### src/rtl/blinker_sysid_blink.sv
// Diagnostic LED driver: off when disabled, solid or blinking at HALF cycles per phase.
module blinker_sysid_blink #(
  parameter int unsigned HALF = 12500000
) (
  input  logic clock,
  input  logic reset_n,
  input  logic enable_i,
  input  logic mode_i,     // 1 = blink, 0 = solid
  input  logic restart_i,
  output logic led_o
);

  localparam logic [31:0] LAST = 32'(HALF - 1);

  logic [31:0] cnt_q;
  logic        led_q;

  always_ff @(posedge clock or negedge reset_n) begin
    if (!reset_n) begin
      cnt_q <= '0;
      led_q <= 1'b0;
    end else if (!enable_i) begin
      cnt_q <= '0;
      led_q <= 1'b0;
    end else if (restart_i || !mode_i) begin
      // A fresh result always starts in the lit phase.
      cnt_q <= '0;
      led_q <= 1'b1;
    end else if (cnt_q == LAST) begin
      cnt_q <= '0;
      led_q <= ~led_q;
    end else begin
      cnt_q <= cnt_q + 32'd1;
    end
  end

  assign led_o = led_q;

endmodule

### config.mk
export PLATFORM = sky130hd
export DESIGN_NAME = blinker_sysid_blink
export DESIGN_NICKNAME = d
export VERILOG_FILES = /design/src/rtl/blinker_sysid_blink.sv
export SDC_FILE = /design/constraint.sdc
export NUM_CORES = 1
export LEC_CHECK = 0
export ABC_AREA = 1
export CORE_UTILIZATION = 40
export DETAILED_ROUTE_END_ITERATION = 8
export PLACE_DENSITY_LB_ADDON = 0.1
export SLEW_MARGIN = 20
export SYNTH_ARGS = -nofsm -noshare
export SYNTH_HDL_FRONTEND = slang
export SYNTH_SLANG_ARGS = --single-unit
### constraint.sdc
create_clock -name clock -period 2.1 [get_ports clock]
set_clock_uncertainty 0.15 [all_clocks]
set_input_delay 0.21 -clock clock [delete_from_list [all_inputs] [get_ports clock]]
set_output_delay 0.21 -clock clock [all_outputs]
set_load 0.1 [all_outputs]
==> run metrics, run 1 <==
final weighted congestion in routability-driven placement 0.895; Final ANT Viol Nets 0; number of enable-type register cells in the synthesized netlist 0; Avg Synthesized Cell Area 6.85 um^2; CP Class reg -> reg; CORE AREA 5110 um^2; count of routing violations after the opening detailed-route iteration 98; combined area of the multi-input logic cells 1140 um^2; number of antenna violations at the first check in global routing 0; FFs w/ async S/R, synth 1.00; Final Total Pwr 1.34 mW; clock tree from TritonCTS yes; layout overhead on the synthesized area 10.6%; CTS H-tree depth 2; worst slew pin tran 427 ps; average detailed-routed wire length per instance 12.7 um; top cells by area in the synthesized netlist sky130_fd_sc_hd__dfrtp_1, sky130_fd_sc_hd__nand2_1, sky130_fd_sc_hd__nor2_1; Final period util 0.882; Die Y-Extent 74.8 um; CP endpoint kind flip-flop; biggest fanout along the worst timing path 26; critical path launch point cnt_q[0]; post-detailed-routing wire length 4950 um; setup slack, reg-to-reg 250 ps; number of fill cells 527; leakage component of the power 0.876 nW; critical path data arrival time 1870 ps; Peak VDD IR 0.000385 V; vias per inst 4.62; Post-route DRC 0; source-to-sink clock delay at the later pin of the worst-skew pair 290 ps; cell count of the worst reg-to-reg path 8; post-route setup TNS 0 ps; top cells by instance count after synthesis sky130_fd_sc_hd__nand2_1, sky130_fd_sc_hd__nor2_1, sky130_fd_sc_hd__dfrtp_1; Synth Flop Type sky130_fd_sc_hd__dfrtp_1; pin count of the biggest net entering global routing 34; routed via count 1805; num ports 6; number of clock sinks seen by CTS 33; post-CTS setup buffer count 0; Setup Viol. Count Final 0; library cells used by synthesis 23; post-route cell area 2340 um^2; clock input transition at the sequential cells of the worst setup and hold paths 80 ps; type of element launching the critical path flip-flop; run status completed; area taken by flip-flops and latches 826 um^2; flops & latches, synth 33; area fraction of the dominant cell type after synthesis 0.390; global routing usage summed across all routing layers 0.208; Max Root-Sink Buffers 2; class of the tightest hold or removal check in -> async; first-pass GRT wire length 8500 um; Period minus WS final 1850 ps; Final Hold Fails 0; max-slew violation total from the final report 0; HPWL after DPL 3740 um; worst slew margin relative to its limit 0.716; setup repair after global routing missed its margin false; number of port buffers 5; maximum clock frequency 540 MHz; die footprint 5590 um^2; number of global-route vias before repair 1801; Post-layout nets 326; gr ovfl total 0; quantity of gates resized following cts 0; CTS Root Cell sky130_fd_sc_hd__clkbuf_8; cell area reported after detailed placement 2220 um^2; most common cell in the netlist sky130_fd_sc_hd__nand2_1; cells after synthesis 309; effective utilization at floorplan 0.415; Inserted Clock Buffers 5; top cell type by total area after synthesis sky130_fd_sc_hd__dfrtp_1; row cnt 26; Die X 74.8 um; Reg-to-Reg End cnt_q[15]; share of layout cells above drive strength 1 0.0966; Pre-antenna DRT Iters 4; count of synthesis-stage warnings from yosys 0; Max Cap Viol 0; hold bufs inserted after CTS 0; antenna cell count 0; Netlist Area Pre-Place 2120 um^2; fraction of the yosys area taken by sequential cells 0.390; Synth Net Count 315; startpoint of the worst-slack reg-to-reg timing path cnt_q[0]; ratio of total power to cell area 572 nW/um^2; CP Data Required Time 2110 ps
worst max-delay path by stage:
stage | to | slack, ps | depth (start not counted)
6_report | cnt_q[15] | 250 | 8
5_1_grt | led_o | 70 | 9
4_1_cts | cnt_q[15] | 210 | 8
3_5_place_dp | cnt_q[15] | 230 | 8
3_3_place_gp | cnt_q[20] | 300 | 8
2_1_floorplan | cnt_q[4] | 420 | 9
sequential cells by signal, summed over array words and instances (netlist names):
| register | cells |
|---|---|
| led_o | 1 |
| cnt_q | 32 |
worst max-delay path, cell delays in order (launching register included):
cell and delay (ps):
sky130_fd_sc_hd__dfrtp_1 430, sky130_fd_sc_hd__ha_1 230, sky130_fd_sc_hd__inv_1 90, sky130_fd_sc_hd__nor2_4 170, sky130_fd_sc_hd__nand3_2 90, sky130_fd_sc_hd__nor2_2 130, sky130_fd_sc_hd__nand2_4 130, sky130_fd_sc_hd__nand2_8 220
sky130_fd_sc_hd__nor2_1 80
kinds of logic after synthesis:
| family | synth area share |
|---|---|
| AND/OR/NAND/NOR | 0.459 |
| flip-flops | 0.390 |
| buffers and inverters | 0.0733 |
| XOR/XNOR | 0.0621 |
| AO/OA/AOI/OAI | 0.00945 |
| adder cells (fa/ha/maj) | 0.00591 |
per-layer routing:
metal | share of wire | wire [um] | global-route usage | vias up
li1 | - | - | - | 967
met1 | 0.50 | 2500 | 0.288 | 804
met2 | 0.45 | 2240 | 0.325 | 27
met3 | 0.033 | 162 | 0.0442 | 7
met4 | 0.010 | 51 | 0.0629 | 0
met5 | 0 | 0 | 0 | -
cell usage in the layout (no fill, tap or decap), types with 3 or more instances in the layout:
| cell | instances |
|---|---|
| sky130_fd_sc_hd__clkbuf_8 | 6 |
| sky130_fd_sc_hd__nand3_1 | 21 |
| sky130_fd_sc_hd__dfrtp_1 | 33 |
| sky130_fd_sc_hd__buf_4 | 3 |
| sky130_fd_sc_hd__xor2_1 | 12 |
| sky130_fd_sc_hd__nor2_4 | 3 |
| sky130_fd_sc_hd__inv_1 | 29 |
| sky130_fd_sc_hd__a21oi_1 | 3 |
| sky130_fd_sc_hd__nor2_1 | 82 |
| sky130_fd_sc_hd__clkdlybuf4s50_1 | 4 |
| sky130_fd_sc_hd__nor2_2 | 12 |
| sky130_fd_sc_hd__xnor2_1 | 3 |
| sky130_fd_sc_hd__nand2_1 | 95 |
power breakdown:
part	internal, mW	switching, mW	total (mW)
Combinational	0.0158	0.0409	0.0567
Clock	0.386	0.256	0.642
Sequential	0.638	0.00273	0.640
metrics by stage:
| step | worst slack (ps) | std cells | hold WS [ps] | utilization |
|---|---|---|---|---|
| finish | 247 | 391 | 173 | 0.458 |
| detailed placement | 228 | 383 | 356 | 0.435 |
| floorplan | 424 | 309 | -236 | - |
| CTS | 214 | 391 | 193 | 0.458 |
| global placement | 303 | 383 | 346 | 0.435 |
| global route | 66.3 | 391 | 232 | 0.458 |
cell type report:
| cell class | instances | share of cell area |
|---|---|---|
| sequential | 33 | 0.353 |
| timing repair buffer | 7 | 0.0267 |
| inverter | 29 | 0.0465 |
| clock inverter | 2 | 0.0160 |
| multi-input combinational | 244 | 0.485 |
| tap | 70 | 0.0374 |
| clock buffer | 6 | 0.0353 |
No activity file was read; power rests on OpenSTA's default activity.
==> run 2: changes to the inputs <==
--- a/config.mk
+++ b/config.mk
@@ -6,9 +6,11 @@
 export NUM_CORES = 1
 export LEC_CHECK = 0
 export ABC_AREA = 1
+export CELL_PAD_IN_SITES_DETAIL_PLACEMENT = 1
+export CELL_PAD_IN_SITES_GLOBAL_PLACEMENT = 1
 export CORE_UTILIZATION = 40
 export DETAILED_ROUTE_END_ITERATION = 8
-export PLACE_DENSITY_LB_ADDON = 0.1
+export PLACE_DENSITY_LB_ADDON = 0.05
 export SLEW_MARGIN = 20
 export SYNTH_ARGS = -nofsm -noshare
 export SYNTH_HDL_FRONTEND = slang
==> run 2 against run 1 <==
Effect of this change:
- clock-buffer cell count is 1 lower
- fmax barely moved
- critical path depth did not move
- sequential power barely moved
- largest power group is now registers
==> run metrics, run 2 (synthesis gave the netlist of run 1 again) <==
run status completed; area taken by flip-flops and latches 826 um^2 (unchanged); relative contribution of the clock network to total power 0.393 (-0.086); number of fill cells 715 (+36%); most common library cell in the layout ignoring fill and taps sky130_fd_sc_hd__nand2_1; CP endpoint kind flip-flop; antenna cell count 0 (unchanged); Post-route DRC 0 (unchanged); average detailed-routed wire length per instance 14.4 um (+14%); number of clock sinks seen by CTS 33 (unchanged); source-to-sink clock delay at the later pin of the worst-skew pair 280 ps (about the same); combined area of the multi-input logic cells 1140 um^2 (unchanged); Period minus WS final 1850 ps (+1.10 ps); most frequent cells in the layout sky130_fd_sc_hd__nand2_1, sky130_fd_sc_hd__nor2_1, sky130_fd_sc_hd__dfrtp_1; clock input transition at the sequential cells of the worst setup and hold paths 70 ps (about the same); sequential share of power 0.557 (+0.079); Max Root-Sink Buffers 2 (unchanged); class of the tightest hold or removal check reg -> reg; Final ANT Viol Nets 0 (unchanged); final weighted congestion in routability-driven placement 0.806 (-9.9%); family with the most delay on the worst path simple AND/OR/NAND/NOR gates; type of element launching the critical path flip-flop; Switching Share 0.242 (+0.0184); routed via count 1865 (+3.3%); number of antenna violations at the first check in global routing 0 (unchanged); num ports 6 (unchanged); Int Power 0.871 mW (-16%); CP Data Required Time 2120 ps (about the same); post-detailed-routing wire length 5600 um (+13%); effective utilization at floorplan 0.415 (unchanged); Post-layout nets 326 (unchanged); worst slew pin tran 782 ps (+355 ps); number of global-route vias before repair 1903 (+5.7%); number of port buffers 5 (unchanged); layout overhead on the synthesized area 8.27%; register with the most flip-flops cnt_q; ratio of total power to cell area 501 nW/um^2 (-12%); CORE AREA 5110 um^2 (unchanged); pin count of the biggest net entering global routing 34 (unchanged); Crit path buffers/inverters 1 (unchanged); CTS H-tree depth 2 (unchanged); number of flip-flops in the largest register 32 (unchanged); Final period util 0.883 (about the same); gr ovfl total 0 (unchanged); Die X 74.8 um (unchanged); critical-path cell list ha_1, inv_1, nor2_4, nand3_2, nor2_2, nand2_4, nand2_8, nor2_1; highest cell delay on the worst timing path 430 ps (about the same); vias per inst 4.79 (+3.9%); Switching Power 0.278 mW (-7.1%); leakage component of the power 0.858 nW (-2.1%); maximum clock frequency 539 MHz (about the same); cell with the largest stage delay on the worst path sky130_fd_sc_hd__dfrtp_1; Pre-antenna DRT Iters 4 (unchanged); power share of the combinational group 0.049 (+0.007); biggest fanout along the worst timing path 26 (unchanged); Inserted Clock Buffers 5 (unchanged); post-CTS setup buffer count 0 (unchanged); max-slew violation total from the final report 0 (unchanged); row cnt 26 (unchanged); worst slew margin relative to its limit 0.479 (-0.237); clock tree from TritonCTS yes; setup repair after global routing missed its margin false; first-pass GRT wire length 9070 um (+6.7%); CTS Root Cell sky130_fd_sc_hd__clkbuf_8; global routing usage summed across all routing layers 0.227 (+0.0190); Final Total Pwr 1.15 mW (-14%); Die Y-Extent 74.8 um (unchanged); HPWL after DPL 4380 um (+17%); critical path data arrival time 1870 ps (about the same); die footprint 5590 um^2 (unchanged); Peak VDD IR 0.000294 V (-23%); Final Hold Fails 0 (unchanged); post-route setup TNS 0 ps (unchanged); Max Cap Viol 0 (unchanged); Setup Viol. Count Final 0 (unchanged); share of layout cells above drive strength 1 0.0909 (-0.00566); count of routing violations after the opening detailed-route iteration 69 (-30%); CP Class reg -> reg
run 2: final cells by class:
cell class,instances,area share
Clock buffer,5,0.0300
Tap cell,70,0.0382
Sequential cell,33,0.360
Clock inverter,1,0.00218
Inverter,29,0.0475
Timing Repair Buffer,7,0.0262
Multi-Input combinational cell,244,0.496
run 2: worst register-to-register path, delay by kind of cell (launching register included):
kind	cells	cell delay, ps
flops	1	430
fa+ha+maj	1	240
buf+inv	1	100
simple gates	6	820
run 2: power groups by stage:
stage	Combinational, mW	Sequential [mW]	Clock, mW
after floorplan	0.0228	0.665	0
after global placement	0.0569	0.653	0
after detailed placement	0.0577	0.653	0
after CTS	0.0591	0.641	0.467
after global routing	0.0642	0.641	0.485
final	0.0565	0.641	0.452
run 2: stage by stage:
stage | hold slack, ps | std cells | setup WS [ps] | instance area [um^2] | util
finish | 377 | 389 | 246 | 2290 | 0.449
floorplan | -236 | 309 | 424 | 2120 | -
global placement | 180 | 382 | 298 | 2210 | 0.432
detailed placement | 190 | 382 | 226 | 2210 | 0.432
CTS | 382 | 389 | 211 | 2290 | 0.449
global route | 395 | 389 | 89.7 | 2290 | 0.449
run 2: worst paths after layout:
check / from / end / slack (ps) / cells after the start
setup reg to reg: cnt_q[0] / cnt_q[20] / 250 / 8
min in group asynchronous: reset_n / cnt_q[13] / 390 / 2
setup / recovery: cnt_q[0] / cnt_q[20] / 250 / 8
hold / removal: cnt_q[0] / cnt_q[0] / 380 / 1
max in group asynchronous: reset_n / cnt_q[7] / 900 / 2
hold reg to reg: cnt_q[0] / cnt_q[0] / 380 / 1
run 2: what timing repair did:
action	4_1_cts	5_1_grt
hold buffers	1	0
hold endpoints to repair	33	0
resized for setup	0	0
run 2: routing by layer:
| layer | share of wire | vias up | global-route usage |
|---|---|---|---|
| li1 | - | 955 | - |
| met1 | 0.47 | 893 | 0.291 |
| met2 | 0.50 | 12 | 0.393 |
| met3 | 0.018 | 5 | 0.0455 |
| met4 | 0.0086 | 0 | 0.0524 |
| met5 | 0 | - | 0 |
